**config.mk**
```make
export PLATFORM = sky130hd
export DESIGN_NAME = uart_cmd_client
export DESIGN_NICKNAME = d
export VERILOG_FILES = /design/src/rtl/uart_cmd_client.sv
export SDC_FILE = /design/constraint.sdc
export NUM_CORES = 1
export LEC_CHECK = 0
export BUFFER_PORTS_ARGS = -buffer_cell sky130_fd_sc_hd__clkbuf_2
export CAP_MARGIN = 25
export CORE_AREA = 2 2 154 156
export CTS_CLUSTER_DIAMETER = 120
export DETAILED_ROUTE_END_ITERATION = 8
export DIE_AREA = 0 0 156 158
export MAX_ROUTING_LAYER = met4
export PLACE_DENSITY = 0.71
export REMOVE_ABC_BUFFERS = 1
export SLEW_MARGIN = 0
export SYNTH_ARGS = -nofsm -noshare
export SYNTH_HDL_FRONTEND = slang
export SYNTH_SLANG_ARGS = --single-unit
export TNS_END_PERCENT = 30
```
**constraint.sdc**
```tcl
create_clock -name SYS_CLK -period 6.1 [get_ports SYS_CLK]
set_clock_uncertainty 0.15 [all_clocks]
set_input_delay 0.915 -clock SYS_CLK [delete_from_list [all_inputs] [get_ports SYS_CLK]]
set_output_delay 0.915 -clock SYS_CLK [all_outputs]
set_load 0.02 [all_outputs]
```
**src/rtl/uart_cmd_client.sv**
```systemverilog
`default_nettype none
// ============================================================================
//  Module      : uart_cmd_client
//  Description : Host-side initiator for the cmd_server serial protocol.
//                Accepts one OPB read/write request on a valid/ready
//                handshake and sends it as a 10-byte 8N1 command frame:
//                  H, ADDR[31:24..7:0], WDATA[31:24..7:0], ~H
//                where H = 0x5A (write) or 0x5B (read). It then collects
//                the 10-byte reply, checks header/address/trailer, and
//                returns the reply data field together with a status code.
//
//  Ports       : SYS_CLK    in   system clock
//                SYS_RST    in   synchronous active-high reset
//                CMD_VALID  in   request valid
//                CMD_READY  out  idle, request can be accepted
//                CMD_RW     in   0 = write, 1 = read
//                CMD_ADDR   in   [31:0] OPB address
//                CMD_WDATA  in   [31:0] write data (sent on reads too)
//                RSP_VALID  out  one-cycle response strobe
//                RSP_DATA   out  [31:0] reply data field
//                RSP_ERR    out  [1:0] 0 ok, 1 timeout, 2 frame error
//                UART_TXD   out  serial out, idle high
//                UART_RXD   in   serial in, asynchronous
//
//  Revision    : 1.0 - initial release
// ============================================================================
module uart_cmd_client #(
    parameter int CLKS_PER_BIT = 868,
    parameter int TIMEOUT_CLKS = 2000000
) (
    input  logic        SYS_CLK,
    input  logic        SYS_RST,
    input  logic        CMD_VALID,
    output logic        CMD_READY,
    input  logic        CMD_RW,
    input  logic [31:0] CMD_ADDR,
    input  logic [31:0] CMD_WDATA,
    output logic        RSP_VALID,
    output logic [31:0] RSP_DATA,
    output logic [1:0]  RSP_ERR,
    output logic        UART_TXD,
    input  logic        UART_RXD
);

    // ------------------------------------------------------------------
    // Constants
    // ------------------------------------------------------------------
    localparam int              c_BW        = $clog2(CLKS_PER_BIT + 1);
    localparam logic [c_BW-1:0] c_BIT_LAST  = c_BW'(CLKS_PER_BIT - 1);
    localparam logic [c_BW-1:0] c_HALF_LAST = c_BW'(CLKS_PER_BIT / 2 - 1);
    localparam logic [c_BW-1:0] c_CNT_ONE   = c_BW'(1);
    localparam logic [31:0]     c_TO_LAST   = 32'(TIMEOUT_CLKS - 1);

    localparam logic [1:0] c_ERR_OK      = 2'd0;
    localparam logic [1:0] c_ERR_TIMEOUT = 2'd1;
    localparam logic [1:0] c_ERR_FRAME   = 2'd2;

    // Header is 0x5A for writes and 0x5B for reads: upper seven bits fixed
    localparam logic [6:0] c_HDR_UPPER = 7'b0101101;

    localparam logic [1:0] c_ST_IDLE = 2'd0;
    localparam logic [1:0] c_ST_SEND = 2'd1;
    localparam logic [1:0] c_ST_WAIT = 2'd2;
    localparam logic [1:0] c_ST_DONE = 2'd3;

    // ------------------------------------------------------------------
    // Declarations
    // ------------------------------------------------------------------
    logic [1:0]      r_state;
    logic [1:0]      w_state_next;

    logic            r_rw;
    logic [31:0]     r_addr;
    logic [31:0]     r_wdata;
    logic [7:0]      w_hdr;
    logic            w_accept;

    logic            r_txd;
    logic [8:0]      r_tx_shift;
    logic [c_BW-1:0] r_tx_cnt;
    logic [3:0]      r_tx_bit;
    logic [3:0]      r_tx_byte;
    logic [3:0]      w_tx_idx_next;
    logic [7:0]      w_tx_next_byte;
    logic            w_tx_last;

    logic            r_rx_meta;
    logic            r_rx_sync;
    logic            r_rx_prev;
    logic            r_rx_busy;
    logic [c_BW-1:0] r_rx_cnt;
    logic [3:0]      r_rx_bit;
    logic [7:0]      r_rx_shift;
    logic [3:0]      r_rx_count;
    logic            w_rx_done;
    logic            w_rx_final;
    logic [7:0]      w_rx_expect;
    logic            w_rx_check;
    logic            w_byte_bad;

    logic [31:0]     r_to_cnt;
    logic            w_timeout;
    logic [1:0]      r_acc_err;
    logic [31:0]     r_acc_data;
    logic [1:0]      w_err_final;
    logic [31:0]     r_rsp_data;
    logic [1:0]      r_rsp_err;

    // ------------------------------------------------------------------
    // Control FSM
    // ------------------------------------------------------------------
    assign w_accept = CMD_VALID && (r_state == c_ST_IDLE);

    always_ff @(posedge SYS_CLK) begin
        if (SYS_RST) begin
            r_state <= c_ST_IDLE;
        end else begin
            r_state <= w_state_next;
        end
    end

    always_comb begin
        w_state_next = r_state;
        case (r_state)
            c_ST_IDLE: if (CMD_VALID) w_state_next = c_ST_SEND;
            c_ST_SEND: if (w_tx_last) w_state_next = c_ST_WAIT;
            // A completing reply and an expiring timeout both end the wait;
            // which status is reported is settled in the response register.
            c_ST_WAIT: if (w_rx_final || w_timeout) w_state_next = c_ST_DONE;
            default:   w_state_next = c_ST_IDLE;
        endcase
    end

    // ------------------------------------------------------------------
    // Request latch
    // ------------------------------------------------------------------
    always_ff @(posedge SYS_CLK) begin
        if (SYS_RST) begin
            r_rw    <= 1'b0;
            r_addr  <= '0;
            r_wdata <= '0;
        end else if (w_accept) begin
            r_rw    <= CMD_RW;
            r_addr  <= CMD_ADDR;
            r_wdata <= CMD_WDATA;
        end
    end

    assign w_hdr = {c_HDR_UPPER, r_rw};

    // ------------------------------------------------------------------
    // Transmitter
    // ------------------------------------------------------------------
    // Byte 0 is loaded straight from CMD_RW at acceptance; bytes 1..9 are
    // picked from the latched request as each previous stop bit ends.
    always_comb begin
        w_tx_idx_next  = r_tx_byte + 4'd1;
        w_tx_next_byte = ~w_hdr;
        case (w_tx_idx_next)
            4'd1:    w_tx_next_byte = r_addr[31:24];
            4'd2:    w_tx_next_byte = r_addr[23:16];
            4'd3:    w_tx_next_byte = r_addr[15:8];
            4'd4:    w_tx_next_byte = r_addr[7:0];
            4'd5:    w_tx_next_byte = r_wdata[31:24];
            4'd6:    w_tx_next_byte = r_wdata[23:16];
            4'd7:    w_tx_next_byte = r_wdata[15:8];
            4'd8:    w_tx_next_byte = r_wdata[7:0];
            default: w_tx_next_byte = ~w_hdr;
        endcase
    end

    // Last cycle of the final stop bit
    assign w_tx_last = (r_state == c_ST_SEND) && (r_tx_cnt == c_BIT_LAST) &&
                       (r_tx_bit == 4'd9) && (r_tx_byte == 4'd9);

    // r_tx_bit: 0 = start, 1..8 = data, 9 = stop. r_tx_shift holds the
    // not-yet-sent data bits plus the stop bit, shifted out LSB first.
    always_ff @(posedge SYS_CLK) begin
        if (SYS_RST) begin
            r_txd      <= 1'b1;
            r_tx_shift <= '1;
            r_tx_cnt   <= '0;
            r_tx_bit   <= '0;
            r_tx_byte  <= '0;
        end else if (w_accept) begin
            r_txd      <= 1'b0;
            r_tx_shift <= {1'b1, c_HDR_UPPER, CMD_RW};
            r_tx_cnt   <= '0;
            r_tx_bit   <= '0;
            r_tx_byte  <= '0;
        end else if (r_state == c_ST_SEND) begin
            if (r_tx_cnt == c_BIT_LAST) begin
                r_tx_cnt <= '0;
                if (r_tx_bit == 4'd9) begin
                    if (r_tx_byte == 4'd9) begin
                        r_txd <= 1'b1;
                    end else begin
                        // Next start bit follows the stop bit with no gap
                        r_txd      <= 1'b0;
                        r_tx_shift <= {1'b1, w_tx_next_byte};
                        r_tx_bit   <= '0;
                        r_tx_byte  <= w_tx_idx_next;
                    end
                end else begin
                    r_txd      <= r_tx_shift[0];
                    r_tx_shift <= {1'b1, r_tx_shift[8:1]};
                    r_tx_bit   <= r_tx_bit + 4'd1;
                end
            end else begin
                r_tx_cnt <= r_tx_cnt + c_CNT_ONE;
            end
        end else begin
            r_txd <= 1'b1;
        end
    end

    // ------------------------------------------------------------------
    // Receiver
    // ------------------------------------------------------------------
    always_ff @(posedge SYS_CLK) begin
        if (SYS_RST) begin
            r_rx_meta <= 1'b1;
            r_rx_sync <= 1'b1;
            r_rx_prev <= 1'b1;
        end else begin
            r_rx_meta <= UART_RXD;
            r_rx_sync <= r_rx_meta;
            r_rx_prev <= r_rx_sync;
        end
    end

    // Held idle with a cleared byte count outside the reply window, so
    // line activity at other times can never be mistaken for reply bytes.
    // A falling edge arms the receiver; the start bit must still be low at
    // half-bit, which rejects short glitches. Later samples are taken one
    // full bit apart, i.e. at bit centres.
    always_ff @(posedge SYS_CLK) begin
        if (SYS_RST || (r_state != c_ST_WAIT)) begin
            r_rx_busy  <= 1'b0;
            r_rx_cnt   <= '0;
            r_rx_bit   <= '0;
            r_rx_shift <= '0;
            r_rx_count <= '0;
        end else if (!r_rx_busy) begin
            if (r_rx_prev && !r_rx_sync) begin
                r_rx_busy <= 1'b1;
                r_rx_cnt  <= '0;
                r_rx_bit  <= '0;
            end
        end else if (r_rx_bit == 4'd0) begin
            if (r_rx_cnt == c_HALF_LAST) begin
                r_rx_cnt <= '0;
                if (r_rx_sync) begin
                    r_rx_busy <= 1'b0;
                end else begin
                    r_rx_bit <= 4'd1;
                end
            end else begin
                r_rx_cnt <= r_rx_cnt + c_CNT_ONE;
            end
        end else if (r_rx_cnt == c_BIT_LAST) begin
            r_rx_cnt <= '0;
            if (r_rx_bit == 4'd9) begin
                // Stop-bit centre: byte is complete, valid stop or not
                r_rx_busy  <= 1'b0;
                r_rx_count <= r_rx_count + 4'd1;
            end else begin
                r_rx_shift <= {r_rx_sync, r_rx_shift[7:1]};
                r_rx_bit   <= r_rx_bit + 4'd1;
            end
        end else begin
            r_rx_cnt <= r_rx_cnt + c_CNT_ONE;
        end
    end

    assign w_rx_done  = r_rx_busy && (r_rx_bit == 4'd9) && (r_rx_cnt == c_BIT_LAST);
    assign w_rx_final = w_rx_done && (r_rx_count == 4'd9);

    // Expected value of the byte now completing; data bytes 5..8 are free
    always_comb begin
        w_rx_expect = 8'h00;
        w_rx_check  = 1'b1;
        case (r_rx_count)
            4'd0:    w_rx_expect = w_hdr;
            4'd1:    w_rx_expect = r_addr[31:24];
            4'd2:    w_rx_expect = r_addr[23:16];
            4'd3:    w_rx_expect = r_addr[15:8];
            4'd4:    w_rx_expect = r_addr[7:0];
            4'd9:    w_rx_expect = ~w_hdr;
            default: w_rx_check  = 1'b0;
        endcase
    end

    // r_rx_sync is the stop-bit sample on the completing cycle
    assign w_byte_bad = !r_rx_sync || (w_rx_check && (r_rx_shift != w_rx_expect));

    // ------------------------------------------------------------------
    // Timeout, reply checking and response registers
    // ------------------------------------------------------------------
    assign w_timeout   = (r_state == c_ST_WAIT) && (r_to_cnt == c_TO_LAST);
    assign w_err_final = (r_acc_err != c_ERR_OK) ? r_acc_err :
                         (w_byte_bad ? c_ERR_FRAME : c_ERR_OK);

    always_ff @(posedge SYS_CLK) begin
        if (SYS_RST) begin
            r_to_cnt   <= '0;
            r_acc_err  <= c_ERR_OK;
            r_acc_data <= '0;
            r_rsp_data <= '0;
            r_rsp_err  <= c_ERR_OK;
        end else begin
            if (r_state == c_ST_WAIT) begin
                r_to_cnt <= r_to_cnt + 32'd1;
            end else begin
                r_to_cnt <= '0;
            end

            if (w_accept) begin
                r_acc_err  <= c_ERR_OK;
                r_acc_data <= '0;
            end

            if (w_rx_done) begin
                // Only the first error of a frame is kept
                if ((r_acc_err == c_ERR_OK) && w_byte_bad) begin
                    r_acc_err <= c_ERR_FRAME;
                end
                if (!w_rx_check) begin
                    r_acc_data <= {r_acc_data[23:0], r_rx_shift};
                end
            end

            // Completion takes priority over a timeout on the same cycle
            if (w_rx_final) begin
                r_rsp_err  <= w_err_final;
                r_rsp_data <= r_acc_data;
            end else if (w_timeout) begin
                r_rsp_err  <= (r_acc_err != c_ERR_OK) ? r_acc_err : c_ERR_TIMEOUT;
                r_rsp_data <= '0;
            end
        end
    end

    // ------------------------------------------------------------------
    // Outputs
    // ------------------------------------------------------------------
    assign CMD_READY = (r_state == c_ST_IDLE);
    assign RSP_VALID = (r_state == c_ST_DONE);
    assign RSP_DATA  = r_rsp_data;
    assign RSP_ERR   = r_rsp_err;
    assign UART_TXD  = r_txd;

endmodule
`default_nettype wire

```
# Word-level counts from Yosys, hierarchy flattened
# Index checks and enable logic that the tools add are counted.
# op_classes
n_reduce_logical	34
n_mux	52
bitwise	5
addsub	7
eq_ne	35
# ops
operator	n
$mux W32	5
$pmux W8 S8	1
$mux W10	6
$pmux W8 S6	1
$mux W4	9
$add A32 B1 Y32 const B	1
$eq A32 B21 Y1 const B	1
$mux W8	3
$mux W2	11
$add A10 B1 Y10 const B	2
$eq A10 B10 Y1 const B	2
$eq A4 B3 Y1 const B	5
$eq A4 B4 Y1 const B	5
$mux W9	2
$add A4 B1 Y4 const B	4
$eq A4 B2 Y1 const B	4
$mux W1	13
$reduce_and A4 Y1	3
$logic_and A1 B1 Y1	11
$eq A10 B9 Y1 const B	1
$ne A2 B2 Y1 const B	5
$reduce_bool A2 Y1	5
$ne A3 B3 Y1 const B	3
$reduce_and A3 Y1	3
16 further kinds	27
# word_totals
elab_cells	156
inputBits	69
output_inout_bits	37
regBits	225

# Logic depth before layout (Yosys ltp)
# logic_depth
depth_word	8
ltp_mapped	10

# Worst setup path before layout
# No wires, ideal clock.
# synth_path
path_kind	register -> register
from	register r_tx_byte[0]
to	register r_tx_shift[2]
stages_incl_launch_ff	10
path_slack_ns	3.598
setup_ns	0.101
t_arrival_ns	2.251
path_cell_list	dfxtp_1 ha_1 clkbuf_1 nand4_1 and2_1 clkbuf_1 nor3b_1 a221oi_1 and3_1 o41ai_1
# synth_via
elab_chain_cells	8
# synth_lines
item	line	text
start: declaration	82	logic [3:0] r_tx_byte;
start signal: assignment	202	r_tx_byte <= w_tx_idx_next;
$add A4 B1 Y4	157	w_tx_idx_next = r_tx_byte + 4'd1;
$eq A4 B4 Y1, or another cell as far along	159	case (w_tx_idx_next)
$pmux W8 S8	159	
$mux W9	195	if (r_tx_byte == 4'd9) begin
$mux W9	194	if (r_tx_bit == 4'd9) begin
$mux W8	192	if (r_tx_cnt == c_BIT_LAST) begin
$mux W8	191	end else if (r_state == c_ST_SEND) begin
$mux W8	185	end else if (w_accept) begin
end signal: assignment	187	r_tx_shift <= {1'b1, c_HDR_UPPER, CMD_RW};
end signal: assignment	200	r_tx_shift <= {1'b1, w_tx_next_byte};
end signal: assignment	206	r_tx_shift <= {1'b1, r_tx_shift[8:1]};
end: declaration	79	logic [8:0] r_tx_shift;
# Parallel ways exist; a longest one is shown, timed or not. The select of a mux whose other input is x is not followed.
# A chain may end at the register's enable or synchronous reset.

# Worst setup path in the final report
# layout_path
from	register r_rx_bit[0]
to	register r_acc_data[18]
# layout_via
elab_chain_cells	4
# layout_lines
item	line	text
start: declaration	92	logic [3:0] r_rx_bit;
start signal: assignment	269	r_rx_bit <= r_rx_bit + 4'd1;
$eq A4 B4 Y1	276	assign w_rx_done = r_rx_busy && (r_rx_bit == 4'd9) && (r_rx_cnt == c_BIT_LAST);
$logic_and A1 B1 Y1 (2 in series)	276	
$mux W32	323	if (w_rx_done) begin
end signal: assignment	329	r_acc_data <= {r_acc_data[23:0], r_rx_shift};
end: declaration	104	logic [31:0] r_acc_data;
# Every way passes these cells.

==> impl_metrics.py <==
metrics = {
    "status": {
        "outcome": "complete, no violations",
    },
    "logic_synthesis": {
        "synth_ff_type": "dfxtp_1",
        "synth_cell_types": 67,
        "yosysSeqAreaShare_pct": 43.9,
        "netlist_area_um2": 10200,
        "ys.warnings.count": 0,
        "syn_area_per_cell_um2": 8.37,
        "synth_edf_count": 0,
        "ys_async_sr_fraction_pct": 0,
        "ys_ff_latch": 224,
        "synthCells": 1219,
    },
    "routing": {
        "drc": 0,
        "vias": 8975,
        "wirelength_um": 25400,
        "wire_per_inst_um": 16.0,
        "dr.pass1.iters": 8,
        "vias_per_cell": 5.66,
        "drtIter0Drc": 710,
        "ant_nets": 0,
    },
    "layout": {
        "layout.cells.most_common": "dfxtp_1",
        "area_delta_synth_final_pct": 14.9,
        "nets": 1369,
        "drive_gt1_share_pct": 15.8,
        "final_cell_mix": "dfxtp_1, nand2_1, a21oi_1, nor2_1, clkbuf_2",
        "stdcell_count": 1585,
        "diodes": 0,
    },
    "critical_path": {
        "crit_path_start_kind": "flip-flop",
        "cp_top_family": "simple AND/OR/NAND/NOR gates",
        "worst-setup-path-type": "flip-flop to flip-flop",
        "worst_path_largest_cell_delay_ns": 0.89,
        "critPathMaxFanout": 21,
        "cp_slowest_cell": "nor4_2",
        "cp-end-kind": "flip-flop",
        "crit_chain": "ha_1, nand4b_1, nor4_2, nand2_1, buf_16, nand3_1, a21oi_1",
        "critPathBufInv": 1,
        "crit_arrival_ns": 3.46,
        "cp.required_ns": 6.31,
    },
    "clock_network": {
        "cts.repair_timing.setup_buffer_count": 0,
        "insertion_delay_ns": 0.52,
        "clock_sinks": 224,
        "cts_hold_buf": 0,
        "cts_inserted_buffers": 25,
        "tritoncts": "yes",
        "cts_resized": 0,
        "clkTransAtPathRegs_ns": 0.07,
        "ctsHtreeMaxLevel": 1,
        "clock_path_buffers": 3,
        "root_buffer": "clkbuf_16",
    },
    "place": {
        "gp_congestion": 0.978,
        "io_buffers": 105,
        "dpl.hpwl_um": 16900,
        "placed_cells": 1541,
    },
    "power": {
        "p_leak_nw": 4.19,
        "power_mw": 3.70,
        "powerDensity_nw_per_um2": 315,
        "vdd_drop_max_mv": 0.172,
    },
    "sta": {
        "slew_headroom_pct": 36.1,
        "min_period_over_period_pct": 53.2,
        "finalHoldViolCount": 0,
        "drv_slew": 0,
        "min_period_ns": 3.24,
        "tightest_slew_ns": 0.958,
        "rsz0062_at_grt": "no",
        "finalSetupTns_ns": 0,
        "fmaxAchievable_ghz": 0.308,
        "setup_viol": 0,
    },
    "floorplanning": {
        "die_y_um": 158,
        "rows": 56,
        "die_area_um2": 24600,
        "die_w_um": 156,
        "io_pins": 106,
        "initial_utilization_pct": 44.3,
        "core-area_um2": 23100,
    },
    "global_routing": {
        "grt_max_degree": 96,
        "antenna_found_initial": 0,
        "grt_pass1_vias": 8469,
        "grt_overflow": 0,
        "grt_pass1_wl_um": 41400,
        "track_usage_pct": 20.7,
    },
    "flow_run": {
        "maxCapViolCount": 0,
    },
    "worst_hold_path": {
        "hold_path.class": "flip-flop to flip-flop",
    },
}
[power breakdown]
group	internal, mW	leakage, nW	switching, mW
logic	0.166	1.96	0.354
clock network	0.930	0.421	0.600
registers	1.56	1.82	0.0856
total	2.66	4.19	1.04
[registers in the layout, summed over array words and instances, names as in the netlist, 2 cells and up]
register    cells
RSP_DATA       32
r_acc_data     32
r_addr         32
r_to_cnt       32
r_wdata        32
r_rx_cnt       10
r_tx_cnt       10
r_rx_shift      8
r_tx_shift      8
r_rx_bit        4
r_rx_count      4
r_tx_bit        4
r_tx_byte       4
RSP_ERR         2
r_acc_err       2
r_state         2
[per-stage QoR]
step	utilization, %	instance area, um^2	hold slack [ns]	worst slack (ns)
6_report	50.9	11700	0.279	2.86
2_1_floorplan	-	9860	0.239	1.97
5_1_grt	50.9	11700	0.304	2.62
3_5_place_dp	47.2	10900	0.251	2.88
4_1_cts	50.9	11700	0.280	2.83
3_3_place_gp	47.0	10800	0.259	2.39
[area by class of cell]
class | count | area (um^2)
Timing Repair Buffer | 116 | 654
Clock inverter | 8 | 93.8
Fill cell | 2175 | 11300
Tap cell | 290 | 363
Multi-Input combinational cell | 891 | 5320
Inverter | 20 | 75.1
Sequential cell | 224 | 4480
Clock buffer | 36 | 747
[metal layers]
| metal | up-vias | GRT usage [%] | wire, um |
|---|---|---|---|
| met3 | 55 | 2.98 | 1430 |
| met2 | 236 | 33.3 | 11700 |
| met5 | - | - | 0 |
| met4 | 0 | 6.86 | 567 |
| li1 | 4418 | - | - |
| met1 | 4266 | 27.0 | 11700 |
[logic make-up after synthesis]
kind of cell	after synthesis	share of synthesized area, %
muxes	17	1.68
adders and majority gates	22	2.70
DFF	224	43.9
and+or+nand+nor	510	23.5
xor gates and xnor gates	50	4.29
buffers and inverters	104	4.18
AOI/OAI and AO/OA	292	19.8
[synthesized netlist by cell type (7+ instances only)]
library cell / count / share of area (%)
a21oi_1: 147 / 7.2
buf_1: 9 / 0.33
o211ai_1: 7 / 0.51
ha_1: 22 / 2.7
and4_1: 7 / 0.60
nand2_1: 204 / 7.5
a221oi_1: 9 / 0.77
nand2b_1: 10 / 0.61
or3_1: 7 / 0.43
a22oi_2: 30 / 3.7
xor2_1: 26 / 2.2
a222oi_1: 9 / 0.88
a31oi_1: 7 / 0.43
nand3_1: 61 / 3.0
a22oi_1: 10 / 0.74
and2_1: 8 / 0.49
nor2_1: 107 / 3.9
clkbuf_1: 67 / 2.5
dfxtp_1: 224 / 44
inv_1: 19 / 0.70
and3_1: 21 / 1.3
o21ai_0: 20 / 0.98
nor3_1: 33 / 1.6
a311oi_1: 7 / 0.60
nand4_1: 14 / 0.86
mux2i_1: 16 / 1.6
xnor2_1: 24 / 2.1
[worst paths after layout]
kind / start / to / slack (ns) / depth (start not counted)
max: r_rx_bit[0]$_SDFFE_PP0P_ / r_acc_data[18]$_SDFF_PP0_ / 2.86 / 7
min: r_rx_meta$_SDFF_PP1_ / r_rx_sync$_SDFF_PP1_ / 0.28 / 1
max reg2reg: r_rx_bit[0]$_SDFFE_PP0P_ / r_acc_data[18]$_SDFF_PP0_ / 2.86 / 7
min reg2reg: r_rx_meta$_SDFF_PP1_ / r_rx_sync$_SDFF_PP1_ / 0.28 / 1
[worst reg2reg max path, stage by stage (launching register included)]
cell and delay (ns):
dfxtp_1 0.42, ha_1 0.20, nand4b_1 0.36, nor4_2 0.89, nand2_1 0.56, buf_16 0.33
nand3_1 0.11, a21oi_1 0.07
No activity file was read; power rests on OpenSTA's default activity.
